File: src/rtl/regfile_alu_pipe.sv
// Register file + ALU execute block with registered writeback, operand forwarding and iterative multiplier.
// Latency: single-cycle ops load writeback at the issue edge; MUL loads writeback DATA_WIDTH edges after issue.
// Backpressure: in_ready drops while the multiplier runs; in_valid is ignored until in_ready returns high.
module regfile_alu_pipe #(
  parameter int ADDRESS_WIDTH = 5,
  parameter int DATA_WIDTH    = 32,
  parameter int A0_INDEX      = 10
) (
  input  logic                     clk,
  input  logic                     rst,
  input  logic                     in_valid,
  output logic                     in_ready,
  input  logic [3:0]               ALUctrl,
  input  logic                     ALUsrc,
  input  logic [DATA_WIDTH-1:0]    ImmOp,
  input  logic [ADDRESS_WIDTH-1:0] rs1,
  input  logic [ADDRESS_WIDTH-1:0] rs2,
  input  logic [ADDRESS_WIDTH-1:0] rd,
  input  logic                     RegWrite,
  input  logic                     jumpSaveNext,
  input  logic [DATA_WIDTH-1:0]    next_PC,
  output logic                     EQ,
  output logic                     wb_valid,
  output logic [ADDRESS_WIDTH-1:0] wb_rd,
  output logic [DATA_WIDTH-1:0]    wb_data,
  output logic                     busy,
  output logic [DATA_WIDTH-1:0]    a0
);

  localparam int NREG = 2 ** ADDRESS_WIDTH;
  localparam int SHW  = $clog2(DATA_WIDTH);
  localparam logic [SHW-1:0]           CNT_LAST = SHW'(DATA_WIDTH - 1);
  localparam logic [ADDRESS_WIDTH-1:0] A0_IDX   = ADDRESS_WIDTH'(A0_INDEX);

  typedef enum logic {S_IDLE, S_MUL} state_t;

  state_t                  state;
  logic [DATA_WIDTH-1:0]   regs [NREG];
  logic                    wb_we;

  logic [DATA_WIDTH-1:0]   op1, rs2_val, op2;
  logic [DATA_WIDTH-1:0]   alu_res, result;
  logic                    issue, start_mul, mul_last;

  // multiplier datapath: multiplicand shifts left, multiplier shifts right
  logic [DATA_WIDTH-1:0]   m_acc, m_cand, m_plier, mul_sum;
  logic [SHW-1:0]          m_cnt;
  logic [ADDRESS_WIDTH-1:0] m_rd;
  logic                    m_we;

  assign in_ready  = (state == S_IDLE);
  assign busy      = (state == S_MUL);
  assign issue     = in_valid && in_ready;
  assign start_mul = issue && (ALUctrl == 4'b1000) && !jumpSaveNext;
  assign mul_last  = (state == S_MUL) && (m_cnt == CNT_LAST);
  assign mul_sum   = m_acc + (m_plier[0] ? m_cand : '0);
  assign a0        = regs[A0_IDX];

  // operand read: x0 is hardwired zero, otherwise bypass from writeback when it targets the same register
  always_comb begin
    op1     = '0;
    rs2_val = '0;
    if (rs1 != '0)
      op1 = (wb_valid && wb_we && wb_rd == rs1) ? wb_data : regs[rs1];
    if (rs2 != '0)
      rs2_val = (wb_valid && wb_we && wb_rd == rs2) ? wb_data : regs[rs2];
    op2 = ALUsrc ? ImmOp : rs2_val;
  end

  assign EQ = (op1 == op2);

  // single-cycle ALU; MUL is produced by the iterative unit, undefined codes give zero
  always_comb begin
    alu_res = '0;
    case (ALUctrl)
      4'b0000: alu_res = op1 + op2;
      4'b0001: alu_res = op1 - op2;
      4'b0010: alu_res = op1 & op2;
      4'b0011: alu_res = op1 | op2;
      4'b0100: alu_res = op1 ^ op2;
      4'b0101: alu_res = {{(DATA_WIDTH-1){1'b0}}, ($signed(op1) < $signed(op2))};
      4'b0110: alu_res = op1 << op2[SHW-1:0];
      4'b0111: alu_res = op1 >> op2[SHW-1:0];
      default: alu_res = '0;
    endcase
    result = jumpSaveNext ? next_PC : alu_res;
  end

  // register file commits whatever the writeback stage held in the previous cycle
  always_ff @(posedge clk or posedge rst) begin
    if (rst) begin
      for (int i = 0; i < NREG; i++) regs[i] <= '0;
    end else if (wb_valid && wb_we && wb_rd != '0) begin
      regs[wb_rd] <= wb_data;
    end
  end

  // multiplier FSM: latch operands on issue, then one shift-add step per cycle
  always_ff @(posedge clk or posedge rst) begin
    if (rst) begin
      state   <= S_IDLE;
      m_acc   <= '0;
      m_cand  <= '0;
      m_plier <= '0;
      m_cnt   <= '0;
      m_rd    <= '0;
      m_we    <= 1'b0;
    end else begin
      case (state)
        S_IDLE: begin
          if (start_mul) begin
            m_cand  <= op1;
            m_plier <= op2;
            m_acc   <= '0;
            m_cnt   <= '0;
            m_rd    <= rd;
            m_we    <= RegWrite;
            state   <= S_MUL;
          end
        end
        S_MUL: begin
          m_acc   <= mul_sum;
          m_cand  <= m_cand << 1;
          m_plier <= m_plier >> 1;
          m_cnt   <= m_cnt + 1'b1;
          if (m_cnt == CNT_LAST) state <= S_IDLE;
        end
        default: state <= S_IDLE;
      endcase
    end
  end

  // writeback stage: loaded by a single-cycle issue or the final multiply step, otherwise invalid
  always_ff @(posedge clk or posedge rst) begin
    if (rst) begin
      wb_valid <= 1'b0;
      wb_we    <= 1'b0;
      wb_rd    <= '0;
      wb_data  <= '0;
    end else if (issue && !start_mul) begin
      wb_valid <= 1'b1;
      wb_we    <= RegWrite;
      wb_rd    <= rd;
      wb_data  <= result;
    end else if (mul_last) begin
      wb_valid <= 1'b1;
      wb_we    <= m_we;
      wb_rd    <= m_rd;
      wb_data  <= mul_sum;
    end else begin
      wb_valid <= 1'b0;
    end
  end

endmodule

File: config.mk
export PLATFORM = sky130hd
export DESIGN_NAME = regfile_alu_pipe
export DESIGN_NICKNAME = d
export VERILOG_FILES = /design/src/rtl/regfile_alu_pipe.sv
export SDC_FILE = /design/constraint.sdc
export NUM_CORES = 2
export LEC_CHECK = 0
export BUFFER_PORTS_ARGS = -buffer_cell sky130_fd_sc_hd__clkbuf_2
export CAP_MARGIN = 20
export CORE_UTILIZATION = 55
export DETAILED_ROUTE_END_ITERATION = 7
export PLACE_DENSITY = 0.71
export RECOVER_POWER = 100
export SLEW_MARGIN = 40
export SYNTH_ARGS = -nofsm -noshare
export SYNTH_HDL_FRONTEND = slang
export SYNTH_SLANG_ARGS = --single-unit
export TNS_END_PERCENT = 50
File: constraint.sdc
create_clock -name clk -period 111.4 [get_ports clk]
set_input_delay 16.71 -clock clk [delete_from_list [all_inputs] [get_ports clk]]
set_output_delay 16.71 -clock clk [all_outputs]
set_load 0.01 [all_outputs]
==> summary.md <==
| Metric | Value |
|---|---|
| Status | complete, but fails checks |
| Violated checks | max-capacitance violations, max-slew violations |
| Multi-input logic area | 39300 um2 |
| Residual DRC | 0 |
| Worst hold path class | flop to flop |
| Grt total ovfl | 0 |
| CP Launch Type | primary input |
| Sequential share of power | 39.7% |
| Placed wire-length estimate | 166 mm |
| Slew headroom | -264% |
| Worst Path Arrival | 30.88 ns |
| Share of cells above drive strength 1 | 32.6% |
| Final Util | 60.2% |
| Peak Freq | 21.0 MHz |
| Seq cells post-synth | 1171 |
| Clk pin slew, worst setup/hold paths | 0.05 ns |
| Post-CTS Resized | 0 |
| I/O pins | 162 |
| Family with the most delay on the worst path | buffers and inverters |
| Sw Share | 34.4% |
| Final layout net count | 6167 |
| First-pass GRT wire length | 377 mm |
| Post-synth EDFFs | 0 |
| Area growth syn-to-layout | 8.80% |
| Syn_nets | 6300 |
| R2R Path Start | wb_rd[4] |
| Row cnt | 132 |
| Hold path startpoint | regs[1000] |
| Post-Syn Instances | 6074 |
| Synthesized cell area | 71600 um2 |
| DR vias | 55556 |
| Endpoint with the worst hold slack | regs[1000] |
| Largest buffer count on any clock path | 3 |
| Filler instances | 10342 |
| IO buf count | 161 |
| Post-CTS Repair Setup Buffers | 0 |
| Most frequent CP cell | clkbuf_1 |
| Avg Synthesized Cell Area | 11.8 um2 |
| Storage cell area | 29300 um2 |
| Sequential share of the synthesized area | 40.9% |
| CTS Buf Count | 133 |
| Initial antenna violation count | 13 |
| Worst path cell trace | clkbuf_1 -> clkbuf_1 -> clkbuf_1 -> xor2_1 -> nor4_1 -> nand2_1 -> a211oi_1 -> a21oi_1 -> inv_1 -> ha_1 -> or3_1 -> or3_1 -> or3_1 -> nor4_1 -> clkbuf_1 |
| Period utilization | 42.7% |
| Max_cap viols | 89 |
| Clock share of power | 30.9% |
| Comb power frac | 29.5% |
| Core area | 129000 um2 |
| CTS tree | yes |
| Die Width | 363 um |
| Final max-slew violation count | 3686 |
| ANT nets after route | 0 |
| Maximum number of pins on one net before global-route repair | 121 |
| Hold buffer count at CTS | 0 |
| 1st-iter DRT viols | 7281 |
| CP Capture Type | primary output |
| CP max FO | 56 |
| Post-Route WL | 260 mm |
| Worst VDD drop | 14.9 uV |
| Worst Skew | 0.0357 ns |
| # setup viols final | 0 |
| TNS Setup | 0 ns |
| Initial Util | 55.4% |
| Average via count per standard cell | 7.13 |
| Vias in the first global route | 54669 |
| Required @ worst endpoint | 94.69 ns |
| Wire per inst | 33.4 um |
| CTS sink count | 1171 |
| Worst R2R Setup Slack | 101.03 ns |
| Most used flip-flop cell after synthesis | dfrtp_1 |
| Endpoints failing hold | 0 |
| Setup CP Type | primary input to primary output |
| Internal power | 982 uW |
| Routability cong. | 1.02 |
| Worst r2r dst | wb_data[26] |
| RSZ-0062 raised after global routing | no |
| Die H | 363 um |
| Post-synthesis cell type count | 97 |
| R2R cell count | 21 |
| Die ar. | 132000 um2 |
| Pre-Repair DR Iteration Count | 6 |
| Clk_lat worst skew | 0.81 ns |
| Pwr Density | 19.2 nW/um2 |
| CP bufs+invs | 5 |
| H-tree lvl count | 4 |
| Hold path depth | 0 |
| Asr flop ratio synth | 100% |
| Tmin final | 47.59 ns |
| Slew @ Worst Pin | 5.46 ns |
| CP max-delay cell | clkbuf_1 |
| Worst path max stage delay | 3.16 ns |
| Leak | 0.0356 uW |
| Net Switching | 515 uW |
| GRT Total Usage | 39.3% |
| Clock root cell | clkbuf_16 |
| Synth warn | 0 |
## worst register-to-register path, delay by kind of cell, from the launching register on
kind / cells / cell delay (ns)
and+or+nand+nor: 6 / 2.79
adders and majority gates: 1 / 0.44
buffers and inverters: 5 / 3.26
DFF: 1 / 0.32
xor gates and xnor gates: 1 / 0.20
AOI/OAI and AO/OA: 8 / 3.23
## power by group through the flow
stage	combinational (uW)	clock (uW)	sequential, uW
after floorplan	308	0	575
after CTS	436	466	590
final	441	462	594
after global placement	422	0	591
after global routing	466	483	603
after detailed placement	433	0	597
## Yosys cell counts (21+ instances only)
master | n | area [um2]
clkbuf_1 | 397 | 1490
and2_1 | 45 | 282
dfrtp_1 | 1171 | 29300
buf_1 | 75 | 282
mux2i_1 | 319 | 3190
o21ai_1 | 23 | 115
a21oi_1 | 252 | 1260
buf_4 | 64 | 480
buf_2 | 75 | 375
nand3_1 | 84 | 420
o22ai_1 | 21 | 131
nand4_1 | 71 | 444
a211oi_1 | 75 | 563
mux4_2 | 407 | 9170
a22oi_1 | 86 | 646
nand2b_1 | 21 | 131
inv_1 | 106 | 398
and3_1 | 24 | 150
nor2_1 | 336 | 1260
a21o_1 | 70 | 526
nor3_1 | 55 | 275
nand2_1 | 358 | 1340
xnor2_1 | 46 | 403
o22a_1 | 58 | 508
mux2_2 | 1013 | 11400
o21ai_0 | 169 | 846
ha_1 | 134 | 1680
a31oi_1 | 31 | 194
xor2_1 | 24 | 210
a221oi_1 | 111 | 972
## flip-flops by register name (all words and copies together) (netlist names)
signal / cells
regs: 992
a0: 32
m_acc: 32
m_cand: 32
m_plier: 32
wb_data: 32
m_cnt: 5
m_rd: 5
wb_rd: 5
busy: 1
m_we: 1
wb_valid: 1
wb_we: 1
## per-layer routing
metal	up-vias	GRT usage [%]	wire, um	share of wire [%]
met1	28640	51.4	98100	38
met2	3416	58.7	115000	44
met3	911	11.1	28900	11
li1	22579	-	-	-
met4	10	22.8	17700	6.8
met5	-	0	69	0.027
## stage by stage
stage | setup WS, ns | cell area (um2) | power (uW) | hold slack [ns] | std cells
after floorplan | 61.71 | 71600 | 883 | 0.441 | 6074
after global placement | 71.05 | 73500 | 1010 | 0.381 | 7538
after detailed placement | 71.84 | 73800 | 1030 | 0.386 | 7545
after CTS | 71.83 | 78400 | 1490 | 0.399 | 7787
after global routing | 62.76 | 77900 | 1550 | 0.403 | 7790
final | 63.81 | 77900 | 1500 | 0.397 | 7792
## area by class of cell
type	count	share of cell area, %
Multi-Input combinational cell	4164	50.4
Sequential cell	1171	37.6
Clock buffer	188	5.06
Tap cell	1742	2.80
Timing Repair Buffer	359	2.68
Clock inverter	54	0.868
Inverter	112	0.541
Antenna cell	2	0.00643
## worst max-delay path by stage
| stage | from | slack (ns) | to | cells after the start |
|---|---|---|---|---|
| after detailed placement | rs1[0] | 71.84 | EQ | 15 |
| after global routing | rs2[0] | 62.76 | EQ | 14 |
| final | rs2[0] | 63.81 | EQ | 15 |
| after CTS | rs1[0] | 71.83 | EQ | 15 |
| after floorplan | rst | 61.71 | a0[0] | 1 |
| after global placement | rs2[0] | 71.05 | EQ | 16 |
## layout by cell type, fill, tap and decap left out, drive strengths merged, types with 12 or more instances in the layout
cell type / instances
clkbuf: 428
nand3: 86
and2: 45
xnor2: 46
o221ai: 13
nor2b: 13
a221oi: 111
nand2b: 21
buf: 119
nand2: 358
a21oi: 252
a22oi: 87
mux2: 1014
o21ai: 192
inv: 117
clkinv: 32
o22ai: 21
a31oi: 31
or3: 14
ha: 134
a21o: 70
nand3b: 19
o22a: 58
mux2i: 319
a211oi: 75
o211ai: 17
xor2: 24
nor2: 337
nor4: 17
o21bai: 16
nor3: 58
nand4: 71
dfrtp: 1171
mux4: 409
a21boi: 14
and3: 24
a32oi: 31
nor3b: 12
## cells by family (layout without fill, tap and decap cells)
group | count (synthesis) | in the layout | synth area share (%)
adder cells (fa/ha/maj) | 137 | 137 | 2.43
AO/OA/AOI/OAI | 1113 | 1113 | 10.8
AND/OR/NAND/NOR | 1102 | 1102 | 7.11
XOR/XNOR | 70 | 70 | 0.856
multiplexers | 1742 | 1742 | 33.3
flip-flops | 1171 | 1171 | 40.9
buffers and inverters | 739 | 713 | 4.53
other | 0 | 2 | 0
Power figures use the tool's default switching activity.
